===== config.mk =====
export PLATFORM = sky130hd
export DESIGN_NAME = rr_mux_select
export DESIGN_NICKNAME = d
export VERILOG_FILES = /design/src/rtl/rr_mux_select.sv
export SDC_FILE = /design/constraint.sdc
export NUM_CORES = 1
export LEC_CHECK = 0
export BUFFER_PORTS_ARGS = -buffer_cell sky130_fd_sc_hd__buf_2
export CORE_MARGIN = 3
export CORE_UTILIZATION = 40
export DETAILED_ROUTE_END_ITERATION = 16
export SLEW_MARGIN = 20
export SYNTH_ARGS = -nofsm -noshare
export SYNTH_HDL_FRONTEND = slang
export SYNTH_SLANG_ARGS = --single-unit

===== constraint.sdc =====
create_clock -name clk -period 2 [get_ports clk]
set_input_delay 0.1 -clock clk [delete_from_list [all_inputs] [get_ports clk]]
set_output_delay 0.1 -clock clk [all_outputs]
set_load 0.05 [all_outputs]

===== src/rtl/rr_mux_select.sv =====
// rr_mux_select: round-robin arbiter driving a mux select plus a one-hot grant.
// Define RR_MUX_SELECT_TIMEOUT_EN to force release after TIMEOUT busy cycles (adds `expired`).
module rr_mux_select #(
  parameter int N = 4,
  parameter int TIMEOUT = 16,
  localparam int SW = $clog2(N)
) (
  input  logic          clk,
  input  logic          rst,
  input  logic [N-1:0]  req,
  input  logic          done,
  output logic [SW-1:0] s,
  output logic [N-1:0]  grant,
  output logic          valid
`ifdef RR_MUX_SELECT_TIMEOUT_EN
  ,
  output logic          expired
`endif
);
  typedef enum logic {IDLE, BUSY} state_t;
  state_t        state_q;
  logic [SW-1:0] s_q, ptr_q, rot_d;
  logic [N-1:0]  grant_q;
  logic [SW:0]   pick_idle_d, pick_rel_d;
  logic          rel_d, forced_d;
  // Result is {found, index}: first requester scanning from p upward, wrapping modulo N.
  function automatic logic [SW:0] pick(input logic [N-1:0] r, input logic [SW-1:0] p);
    logic [SW:0] res;
    res = '0;
    for (int k = N - 1; k >= 0; k--) begin
      int j;
      j = (int'(p) + k) % N;
      if (r[j]) res = {1'b1, SW'(j)};
    end
    return res;
  endfunction
`ifdef RR_MUX_SELECT_TIMEOUT_EN
  logic [7:0] cnt_q;
  logic       expired_q;
  assign forced_d = (cnt_q == 8'(TIMEOUT - 1)) && !(done || !req[s_q]);
  assign expired  = expired_q;
`else
  assign forced_d = 1'b0;
`endif
  always_comb begin
    rot_d       = (int'(s_q) == N - 1) ? '0 : s_q + 1'b1;
    rel_d       = done || !req[s_q] || forced_d;
    pick_idle_d = pick(req, ptr_q);
    pick_rel_d  = pick(req, rot_d);
  end
  always_ff @(posedge clk) begin
    if (!rst) begin
      state_q <= IDLE;
      s_q     <= '0;
      ptr_q   <= '0;
      grant_q <= '0;
`ifdef RR_MUX_SELECT_TIMEOUT_EN
      cnt_q     <= '0;
      expired_q <= 1'b0;
`endif
    end else begin
`ifdef RR_MUX_SELECT_TIMEOUT_EN
      expired_q <= 1'b0;
`endif
      if (state_q == IDLE) begin
        if (pick_idle_d[SW]) begin
          state_q <= BUSY;
          s_q     <= pick_idle_d[SW-1:0];
          grant_q <= N'(1) << pick_idle_d[SW-1:0];
`ifdef RR_MUX_SELECT_TIMEOUT_EN
          cnt_q <= '0;
`endif
        end
      end else if (rel_d) begin
        ptr_q <= rot_d;
`ifdef RR_MUX_SELECT_TIMEOUT_EN
        cnt_q     <= '0;
        expired_q <= forced_d;
`endif
        if (pick_rel_d[SW]) begin
          s_q     <= pick_rel_d[SW-1:0];
          grant_q <= N'(1) << pick_rel_d[SW-1:0];
        end else begin
          state_q <= IDLE;
          grant_q <= '0;
        end
      end
`ifdef RR_MUX_SELECT_TIMEOUT_EN
      else cnt_q <= cnt_q + 8'd1;
`endif
    end
  end
  assign s     = s_q;
  assign grant = grant_q;
  assign valid = (state_q == BUSY);
endmodule


Yosys cells after proc, flatten, opt, wreduce, memory -nomap -nowiden
Index checks and enable logic that the tools add are counted. W data, S select, Z words.

Register bits after elaboration: 9. Bits of input ports: 7. Output and inout port bits: 7. Word-level logic and storage cells: 88.

Add/subtract/negate cells: 7. $lt $le $gt $ge: 9. Equality and inequality tests: 3. Shift operators: 2. Multiplexer cells: 45. Bitwise gates (word level): 6. Reductions and logical operators: 12.

Operators by type and width (count): $lt A3 B4 Y1 const B (6); $mux W3 (8); $mux W1 (19); $bmux W1 S2 (9); $mux W4 (4); $reduce_or A2 Y1 (6); $mux W2 (5); $lt A2 B3 Y1 const B (3); $add A2 B2 Y2 const B (4); $shl A1 B2 Y4 const A (2); $add A2 B1 Y2 const B (3); $and A1 B1 Y1 const A (6); $ne A2 B1 Y1 const B (2); $reduce_and A2 Y1 (2); $reduce_and A3 Y1 (1); $eq A2 B1 Y1 const B (1); $reduce_bool A2 Y1 (1); $logic_not A1 Y1 (1); $logic_or A1 B1 Y1 (1).

Depth between registers and ports, before layout
Gate-level depths: netlist (run 1).

Depth after elaboration: 16. Gate-level depth with buffers: 7.

Worst setup path before layout (run 1)
OpenSTA, ideal clock, no wires.

Kind: register -> register. Start: reg s_q[0] (netlist: s[0]). End: reg grant_q[1] (netlist: grant[1]). Arrival: 1.847 ns. Data required time: 1.881 ns. Path slack: 0.034 ns. Cell stages (with the launch flop): 8. Path buffers: 0. Clock period less this slack: 1.966 ns. Path through: dfxtp_1 -> ha_1 -> a21oi_1 -> o31ai_1 -> a21oi_1 -> nand2b_1 -> nor2_1 -> o221a_1.

Cells in the longest elaborated chain, start to end: 14.

Ends and longest elaborated chain: start, declared (line 22) `logic [SW-1:0] s_q, ptr_q, rot_d;`; start signal, assigned (line 68) `s_q <= pick_idle_d[SW-1:0];`; start signal, assigned (line 81) `s_q <= pick_rel_d[SW-1:0];`; $add A2 B1 Y2 or $eq A2 B1 Y1 (tied branches) (line 46) `rot_d = (int'(s_q) == N - 1) ? '0 : s_q + 1'b1;`; $mux W2 (*) (line 46); via rot_d[1] (line 22); $add A2 B2 Y2 (line 32) `j = (int'(p) + k) % N;`; $bmux W1 S2 (line 33) `if (r[j]) res = {1'b1, SW'(j)};`; $mux W1 (implied by the code) (2 in series) (line 33); $mux W3 (3 in series) (line 33); $mux W3 (*) (line 33); $shl A1 B2 Y4 (line 82) `grant_q <= N'(1) << pick_rel_d[SW-1:0];`; $mux W4 (*) (line 80) `if (pick_rel_d[SW]) begin`; $mux W4 (*) (line 74) `end else if (rel_d) begin`; $mux W4 (*) (line 65) `if (state_q == IDLE) begin`; end signal, assigned (line 69) `grant_q <= N'(1) << pick_idle_d[SW-1:0];`; end signal, assigned (line 82); end, declared (line 23) `logic [N-1:0] grant_q;`.

Mark *: on every way through the listed nets, which the timed path passes. The rest lies on a longest branch. The select of a mux whose other input is x is not followed. A chain may end at the register's enable or synchronous reset.

Final worst setup path (run 1)
Start: reg s_q[0] (netlist: s[0]). End: reg grant_q[3] (netlist: grant[3]).

Cells in the longest elaborated chain, start to end: 14.

Ends and longest elaborated chain (line): $add A2 B1 Y2 or $eq A2 B1 Y1 (tied branches) (46); $mux W2 (46); $add A2 B2 Y2 (32); $bmux W1 S2 (33); $mux W1 (implied by the code) (2 in series) (33); $mux W3 (4 in series) (33); $shl A1 B2 Y4 (82); $mux W4 (80); $mux W4 (74); $mux W4 (65).

Several ways; a longest one is shown, not always the timed one. The select of a mux whose other input is x is not followed.

==> run metrics, run 1 <==
Final Setup Violations 0; ratio of final minimum period to clock period 0.871; count of fill cells added during filler insertion roughly 140; clock-pin slew on the worst setup and hold paths 0.06 ns; H-tree levels 1; post-detail-place hpwl between 1 and 1.5 mm; logic depth of the worst register-to-register path 7; post-detailed-routing wire length 1.45 mm; post-CTS setup buffer count 0; number of buffers added by the clock tree synthesis step 3; clock share of power 0.218; post-synthesis net count 81; final estimated routing congestion in global placement 0.865; Final Net Count 97; slew of the pin with the lowest slew margin 0.568 ns; overall power 0.631 mW; utilization after layout 0.525; CP peak stage delay approximately 0.38 ns; remaining antenna violation count after routing 0; post-route non-filler standard cell count 103; horizontal die dimension 46.3 um; share of layout cells above drive strength 1 0.307; cell-by-cell listing of the critical path ha_1, o21ai_0, nand2_1, o21ai_0, o21ai_0, o22ai_1, o211a_1; cts-stage hold buffer count 0; least setup slack across all paths after layout 0.258 ns; via count of the first global-routing pass 518; FMAX about 570 MHz; count of vias placed by the detailed router 603; Die ar. 2140 um2; area delta synth->final 14.7%; number of instances resized during post-cts repair 0; Post-Synthesis Mean Instance Area between 8 and 9 um2; Leakage 0.324 nW; Pint about 0.38 mW; global router's overall resource usage 0.157; shortest period the worst path allows roughly 1.7 ns; initial antenna violation count 0; EDFF count, synth 0; number of I/O port buffers 13; Detailed Route Iter0 Violations 16; top-level port count 14; largest cells by area after synthesis sky130_fd_sc_hd__dfxtp_1, sky130_fd_sc_hd__o221a_1, sky130_fd_sc_hd__a21oi_1; combinational group share of total power 0.425; status completed; net load switching power roughly 0.25 mW; post-placement cell area 717 um2; Longest Clk Path Bufs 2; router iterations before antenna repair 4; antenna fix cells 0; share of total power in sequential cells 0.356; synthesized netlist cell count 73; Post-Place Cells 99; share of the synthesized area in the top cell type 0.278; Slowest-stage cell, CP sky130_fd_sc_hd__dfxtp_1; Slew HR 0.618; multi-input logic area about 440 um2; worst setup path startpoint s[0]$_SDFFE_PN0P_; areal power density over the cells 850 nW/um2; Max Cap Viol 0; Die Y 46.3 um; cell with the most instances on the worst path sky130_fd_sc_hd__o21ai_0; worst min path class in2reg; later-pin clock latency in the skew report 0.26 ns; number of vias per cell approximately 6; number of distinct standard cells referenced by the synthesized netlist 33; switching part of the total 0.399; Crit Path Max Fanout 8; final clock skew 0.00412 ns; setup slack of the most critical reg-to-reg path 0.26 ns; arrival time worst endpoint 1.95 ns; #FFs+latches synth 9; logic depth of the worst path, buffers included 7; most common cell in the netlist sky130_fd_sc_hd__dfxtp_1; final design instance area without fill 743 um2; startpoint type of the worst setup path register; minimum hold slack 0.152 ns; fraction of registers with async set or reset after synthesis 0; site row count 13; critical path class reg2reg; number of buffers and inverters on the critical path 0; pre-CTS worst setup slack roughly 0.28 ns; setup tns final 0 ns; remaining global-route overflow 0; leading area contributor after synthesis sky130_fd_sc_hd__dfxtp_1; unrepaired setup endpoints after global routing false; floorplan core area between 1000 and 1500 um2; Post-Synthesis Cell Area roughly 650 um2; kind of end point of the critical path register; last element of the critical path grant[3]$_SDFFE_PN0P_; ys flop type sky130_fd_sc_hd__dfxtp_1; remaining design rule violation count 0; commonest cells in the netlist sky130_fd_sc_hd__dfxtp_1, sky130_fd_sc_hd__a21oi_1, sky130_fd_sc_hd__nor2_1; worst reg2reg path startpoint s[0]$_SDFFE_PN0P_; global-route wire length before repair 2.39 mm; number of max-slew violations in the final report 0; largest net degree at the start of global routing 10; combined flip-flop and latch cell area 180 um2; R2R Path End grant[3]$_SDFFE_PN0P_; TritonCTS clock tree done; root buffer cell sky130_fd_sc_hd__clkbuf_4; TritonCTS Sinks 9; VDD IR-drop max 0.320 mV; Avg WL per Cell roughly 14 um; final hold viol count 0; Warnings, synthesis 0; initial standard-cell utilization of the core 0.458; Top Family by Delay on Critical Path compound AO/OA/AOI/OAI gates; sequential share of the synthesized area 0.278; Crit path required time between 2 and 2.5 ns
==> cells by family (layout without fill, tap and decap cells) <==
family,count (synthesis),count (layout),synth area share
AOI/OAI and AO/OA,29,29,0.330
and+or+nand+nor,25,25,0.245
DFF,9,9,0.278
buffers and inverters,5,20,0.0405
muxes,4,4,0.0869
adders and majority gates,1,1,0.0193
==> state kept, by name, summed over array words and instances, names as in the netlist <==
| signal | count |
|---|---|
| grant | 4 |
| ptr_q | 2 |
| s | 2 |
| valid | 1 |
==> how the worst min path moves through the flow <==
stage / start / to / cells after the start
CTS: rst / grant[3]$_SDFFE_PN0P_ / 2
global route: rst / grant[3]$_SDFFE_PN0P_ / 2
finish: rst / grant[3]$_SDFFE_PN0P_ / 2
global placement: rst / grant[3]$_SDFFE_PN0P_ / 2
detailed placement: rst / grant[3]$_SDFFE_PN0P_ / 2
floorplan: req[2] / valid$_SDFF_PN0_ / 2
==> power groups by stage <==
stage | sequential (mW) | combinational, mW | clock, mW
4_1_cts | 0.225 | 0.269 | 0.143
5_1_grt | 0.228 | 0.294 | 0.150
3_3_place_gp | 0.227 | 0.269 | 0
6_report | 0.225 | 0.269 | 0.138
3_5_place_dp | 0.229 | 0.268 | 0
2_1_floorplan | 0.287 | 0.152 | 0
==> cell usage in the layout (no fill, tap or decap), drive strengths merged <==
master and instances:
ha 1, mux2i 3, nand3 1, dfxtp 9
a21oi 10, a21o 1, o32ai 1, o221a 4
o21a 2, inv 3, clkbuf 4, nor2 8
nand2b 6, nand2 3, mux4 1, o31a 1
o31ai 1, nor4 1, o22ai 1, nor2b 5
and2 1, o21ai 6, buf 13, a221o 1
o211a 1
==> area by class of cell <==
| class | count | share of cell area |
|---|---|---|
| clock buffer | 4 | 0.0354 |
| inverter | 3 | 0.0152 |
| multi-input combinational | 59 | 0.594 |
| sequential | 9 | 0.242 |
| tap | 15 | 0.0253 |
| timing repair buffer | 13 | 0.0875 |
==> routing by layer <==
metal | vias to the layer above | GRT usage | share of wire
met3 | 2 | 0.0352 | 0.063
met4 | 0 | 0.0682 | 0.0076
met2 | 15 | 0.214 | 0.42
met5 | - | 0 | 0
li1 | 302 | - | -
met1 | 284 | 0.231 | 0.51
(Power assumes the default switching activity.)
==> run 2: changes to the inputs <==
--- a/config.mk
+++ b/config.mk
@@ -9,6 +9,7 @@
 export CORE_MARGIN = 3
 export CORE_UTILIZATION = 40
 export DETAILED_ROUTE_END_ITERATION = 16
+export REMOVE_ABC_BUFFERS = 1
 export SLEW_MARGIN = 20
 export SYNTH_ARGS = -nofsm -noshare
 export SYNTH_HDL_FRONTEND = slang
==> run 2 against run 1 <==
  * Fmax fell by 1.4%
  * Critical path depth unchanged
  * Clock power increased by 6%
  * Setup slack lost 0.026 ns
  * Via count grew 1.2%
  * Wire length barely moved
  * Count of clock-buffer cells in the layout decreased by 1
  * Final cell count unchanged
  * Clock skew shrank 0.0019 ns
  * Critical path type unchanged
==> run metrics, run 2 (same netlist as run 1, synthesis figures left out) <==
critical path class reg2reg (unchanged); arrival time worst endpoint 1.98 ns (was 1.95 ns); H-tree levels 1 (unchanged); remaining antenna violation count after routing 0 (unchanged); root buffer cell sky130_fd_sc_hd__clkbuf_4 (unchanged); least setup slack across all paths after layout 0.232 ns (was 0.258 ns); overall power 0.640 mW (was 0.631 mW); Crit path required time 2.21 ns (about the same); CP peak stage delay 0.38 ns (about the same); minimum hold slack 0.148 ns (was 0.152 ns); via count of the first global-routing pass 534 (was 518); highest-count cells in the layout ignoring fill and taps sky130_fd_sc_hd__buf_2, sky130_fd_sc_hd__dfxtp_1, sky130_fd_sc_hd__a21oi_1 (unchanged); global router's overall resource usage 0.163 (was 0.157); startpoint type of the worst setup path register (unchanged); top-level port count 14 (unchanged); Slew HR 0.629 (was 0.618); FMAX 566 MHz (was 574 MHz); utilization after layout 0.526 (was 0.525); number of I/O port buffers 13 (unchanged); largest net degree at the start of global routing 10 (unchanged); number of max-slew violations in the final report 0 (unchanged); worst min path class in2reg (unchanged); pre-CTS worst setup slack 0.289 ns (was 0.283 ns); ratio of final minimum period to clock period 0.884 (was 0.871); Slowest-stage cell, CP sky130_fd_sc_hd__dfxtp_1 (unchanged); number of instances resized during post-cts repair 0 (unchanged); VDD IR-drop max 0.444 mV (was 0.320 mV); multi-input logic area 442 um2 (unchanged); cell with the most instances on the worst path sky130_fd_sc_hd__o21ai_0 (unchanged); share of layout cells above drive strength 1 0.318 (was 0.307); post-detail-place hpwl 1.08 mm (was 1.14 mm); max FFs per register 4 (unchanged); combined flip-flop and latch cell area 180 um2 (unchanged); Avg WL per Cell 14.1 um (about the same); global-route wire length before repair 2.42 mm (was 2.39 mm); later-pin clock latency in the skew report 0.27 ns (was 0.26 ns); post-CTS setup buffer count 0 (unchanged); count of fill cells added during filler insertion 134 (was 136); horizontal die dimension 46.3 um (unchanged); Final Net Count 97 (unchanged); unrepaired setup endpoints after global routing false (unchanged); initial standard-cell utilization of the core 0.458 (unchanged); areal power density over the cells 860 nW/um2 (was 850 nW/um2); Crit Path Max Fanout 8 (unchanged); status completed (unchanged); antenna fix cells 0 (unchanged); remaining global-route overflow 0 (unchanged); Die Y 46.3 um (unchanged); number of buffers and inverters on the critical path 0 (unchanged); slew of the pin with the lowest slew margin 0.552 ns (was 0.568 ns); shortest period the worst path allows 1.77 ns (was 1.74 ns); Longest Clk Path Bufs 2 (unchanged); cts-stage hold buffer count 0 (unchanged); final hold viol count 0 (unchanged); setup slack of the most critical reg-to-reg path 0.23 ns (was 0.26 ns); Leakage 0.327 nW (was 0.324 nW); site row count 13 (unchanged); final clock skew 0.00222 ns (was 0.00412 ns); count of vias placed by the detailed router 610 (was 603); floorplan core area 1420 um2 (unchanged); post-detailed-routing wire length 1.45 mm (about the same); area delta synth->final 14.9% (was 14.7%); cell-by-cell listing of the critical path ha_1, o21ai_0, nand2_1, o21ai_0, o21ai_0, o22ai_1, o211a_1 (unchanged); most common cell after layout, fill and taps aside sky130_fd_sc_hd__buf_2 (unchanged); remaining design rule violation count 0 (unchanged); Top Family by Delay on Critical Path compound AO/OA/AOI/OAI gates (unchanged); setup tns final 0 ns (unchanged); initial antenna violation count 0 (unchanged); Die ar. 2140 um2 (unchanged); number of vias per cell 5.92 (was 5.85); clock-pin slew on the worst setup and hold paths 0.07 ns (was 0.06 ns); number of buffers added by the clock tree synthesis step 3 (unchanged); final estimated routing congestion in global placement 0.886 (was 0.865); Max Cap Viol 0 (unchanged); TritonCTS clock tree done (unchanged); kind of end point of the critical path register (unchanged); Final Setup Violations 0 (unchanged); TritonCTS Sinks 9 (unchanged); Detailed Route Iter0 Violations 14 (was 16); router iterations before antenna repair 4 (unchanged)
==> run 2: final cells by class <==
class                   instances  share of cell area
multi-input cells              59               0.593
flip-flops and latches          9               0.242
inverters                       3              0.0151
clock inverters                 1             0.00672
clock buffers                   3              0.0303
well taps                      15              0.0252
repair buffers                 13              0.0874
==> run 2: path summary, 6_finish.rpt <==
kind | cells past startpoint | endpoint | startpoint
worst max-delay path | 7 | grant[3]$_SDFFE_PN0P_ | s[0]$_SDFFE_PN0P_
worst min-delay path | 2 | grant[3]$_SDFFE_PN0P_ | rst
worst max register to register | 7 | grant[3]$_SDFFE_PN0P_ | s[0]$_SDFFE_PN0P_
worst min register to register | 1 | grant[3]$_SDFFE_PN0P_ | grant[3]$_SDFFE_PN0P_
==> run 2: stage by stage <==
stage | cell area (um2) | std cells
after detailed placement | 717 | 99
after global routing | 744 | 103
after global placement | 717 | 99
final | 744 | 103
after CTS | 744 | 103
after floorplan | 633 | 71
==> run 2: power by group <==
part           total (mW)  internal, mW  switching [mW]
clock network       0.146        0.0740          0.0722
registers           0.225         0.202          0.0227
logic               0.269         0.101           0.168
total               0.640         0.377           0.263
==> run 2: layer usage <==
metal  vias to the layer above  GRT usage  share of wire
met2                        18      0.223           0.40
met4                         0     0.0511         0.0096
met5                         -          0              0
met3                         5     0.0703          0.072
met1                       283      0.226           0.52
li1                        304          -              -
==> run 3: changes to the inputs <==
--- a/config.mk
+++ b/config.mk
@@ -7,8 +7,9 @@
 export LEC_CHECK = 0
 export BUFFER_PORTS_ARGS = -buffer_cell sky130_fd_sc_hd__buf_2
 export CORE_MARGIN = 3
-export CORE_UTILIZATION = 40
+export CORE_UTILIZATION = 50
 export DETAILED_ROUTE_END_ITERATION = 16
+export PLACE_DENSITY = 0.74
 export REMOVE_ABC_BUFFERS = 1
 export SLEW_MARGIN = 20
 export SYNTH_ARGS = -nofsm -noshare
==> run 3 against run 2 <==
  * Via count is 6.4% higher
  * Setup slack better by 0.040 ns
  * Clock power is 3% lower
  * Sequential power hardly changed
  * Total power is 0.57% lower
  * Combinational power hardly changed
  * Flip-flop and latch count stayed put
  * Highest routed layer unchanged
==> run metrics, run 3 (same netlist as run 1, synthesis figures left out) <==
highest-count cells in the layout ignoring fill and taps sky130_fd_sc_hd__buf_2, sky130_fd_sc_hd__dfxtp_1, sky130_fd_sc_hd__a21oi_1 (unchanged); later-pin clock latency in the skew report 0.26 ns (was 0.27 ns); root buffer cell sky130_fd_sc_hd__clkbuf_4 (unchanged); overall power 0.636 mW (was 0.640 mW); TritonCTS clock tree done (unchanged); most common cell after layout, fill and taps aside sky130_fd_sc_hd__buf_2 (unchanged); router iterations before antenna repair 5 (was 4); setup slack of the most critical reg-to-reg path 0.27 ns (was 0.23 ns); largest net degree at the start of global routing 10 (unchanged); final hold viol count 0 (unchanged); pre-CTS worst setup slack 0.293 ns (was 0.289 ns); TritonCTS Sinks 9 (unchanged); Die ar. 1760 um2 (was 2140 um2); ratio of final minimum period to clock period 0.864 (was 0.884); cell with the most instances on the worst path sky130_fd_sc_hd__a21oi_1 (was sky130_fd_sc_hd__o21ai_0); final estimated routing congestion in global placement 0.784 (was 0.886); share of total power in sequential cells 0.353 (was 0.352); Final Net Count 97 (unchanged); number of buffers added by the clock tree synthesis step 3 (unchanged); max FFs per register 4 (unchanged); H-tree levels 1 (unchanged); horizontal die dimension 42.0 um (was 46.3 um); combined flip-flop and latch cell area 180 um2 (unchanged); remaining global-route overflow 0 (unchanged); Crit Path Max Fanout 8 (unchanged); initial antenna violation count 0 (unchanged); arrival time worst endpoint 1.89 ns (was 1.98 ns); number of max-slew violations in the final report 0 (unchanged); global router's overall resource usage 0.179 (was 0.163); post-detail-place hpwl 1.11 mm (was 1.08 mm); global-route wire length before repair 2.41 mm (was 2.42 mm); post-detailed-routing wire length 1.44 mm (was 1.45 mm); post-CTS setup buffer count 0 (unchanged); slew of the pin with the lowest slew margin 0.584 ns (was 0.552 ns); VDD IR-drop max 0.448 mV (was 0.444 mV); net load switching power 0.256 mW (was 0.263 mW); CP peak stage delay 0.45 ns (was 0.38 ns); top layer used by detailed routing met4 (unchanged); met3 WL 143 um (was 104 um); unrepaired setup endpoints after global routing false (unchanged); cts-stage hold buffer count 0 (unchanged); least setup slack across all paths after layout 0.272 ns (was 0.232 ns); Avg WL per Cell 14.1 um (about the same); clock-pin slew on the worst setup and hold paths 0.06 ns (was 0.07 ns); post-placement cell area 716 um2 (was 717 um2); Final Setup Violations 0 (unchanged); Slowest-stage cell, CP sky130_fd_sc_hd__dfxtp_1 (unchanged); shortest period the worst path allows 1.73 ns (was 1.77 ns); number of instances resized during post-cts repair 0 (unchanged); critical path class reg2reg (unchanged); kind of end point of the critical path register (unchanged); switching part of the total 0.403 (was 0.411); setup tns final 0 ns (unchanged); cell-by-cell listing of the critical path ha_1, a21oi_1, o31ai_1, a21oi_1, nand2b_1, nor2_1, o221a_1 (was ha_1, o21ai_0, nand2_1, o21ai_0, o21ai_0, o22ai_1, o211a_1); worst min path class in2reg (unchanged); routed wire length on met2 612 um (was 579 um); areal power density over the cells 858 nW/um2 (was 860 nW/um2); startpoint type of the worst setup path register (unchanged); Max Cap Viol 0 (unchanged); Leakage 0.324 nW (was 0.327 nW); status completed (unchanged); FMAX 579 MHz (was 566 MHz); remaining design rule violation count 0 (unchanged); share of layout cells above drive strength 1 0.307 (was 0.318); Die Y 42.0 um (was 46.3 um); Longest Clk Path Bufs 2 (unchanged); Crit path required time 2.16 ns (was 2.21 ns); Detailed Route Iter0 Violations 14 (unchanged); final design instance area without fill 742 um2 (was 744 um2); initial standard-cell utilization of the core 0.561 (was 0.458); count of fill cells added during filler insertion 89 (was 134); count of vias placed by the detailed router 649 (was 610); top-level port count 14 (unchanged); combinational group share of total power 0.424 (was 0.420); final clock skew 0.00752 ns (was 0.00222 ns); multi-input logic area 442 um2 (unchanged); clock share of power 0.222 (was 0.229); Pint 0.380 mW (was 0.377 mW); sum of routed wire segments on met1 666 um (was 755 um); remaining antenna violation count after routing 0 (unchanged); number of vias per cell 6.36 (was 5.92); area delta synth->final 14.5% (was 14.9%); antenna fix cells 0 (unchanged); floorplan core area 1160 um2 (was 1420 um2); Slew HR 0.607 (was 0.629); site row count 12 (was 13); number of I/O port buffers 13 (unchanged); via count of the first global-routing pass 539 (was 534)
## run 3: layer usage
layer | track usage | vias up
met3 | 0.0558 | 2
met5 | 0 | -
met2 | 0.259 | 36
li1 | - | 308
met1 | 0.248 | 303
met4 | 0.0577 | 0
## run 3: path summary, 6_finish.rpt
check / startpoint / end / cells after the start
worst max-delay path: s[0]$_SDFFE_PN0P_ / grant[1]$_SDFFE_PN0P_ / 7
worst min register to register: grant[3]$_SDFFE_PN0P_ / grant[3]$_SDFFE_PN0P_ / 1
worst max register to register: s[0]$_SDFFE_PN0P_ / grant[1]$_SDFFE_PN0P_ / 7
worst min-delay path: rst / grant[3]$_SDFFE_PN0P_ / 2
## run 3: power groups by stage
stage	Clock, mW	Sequential [mW]	Combinational [mW]
finish	0.142	0.225	0.270
global route	0.156	0.229	0.292
CTS	0.144	0.224	0.268
detailed placement	0	0.228	0.267
global placement	0	0.227	0.265
floorplan	0	0.287	0.147
## run 3: final cells by class
type                       instances  share of cell area
multi-input combinational         59               0.595
sequential                         9               0.243
timing repair buffer              13              0.0877
clock buffer                       4              0.0354
tap                               14              0.0236
inverter                           3              0.0152
## run 3: metrics by stage
stage | util | hold slack (ns) | instances
2_1_floorplan | - | 0.228 | 71
3_3_place_gp | 0.619 | 0.417 | 98
3_5_place_dp | 0.619 | 0.423 | 98
4_1_cts | 0.642 | 0.140 | 102
5_1_grt | 0.642 | 0.140 | 102
6_report | 0.642 | 0.146 | 102
## run 3: critical path: cells and delay by family, from the launching register on
family                   cells  cell delay [ns]
adder cells (fa/ha/maj)      1             0.33
flip-flops                   1             0.45
AO/OA/AOI/OAI                4             0.65
AND/OR/NAND/NOR              2             0.19
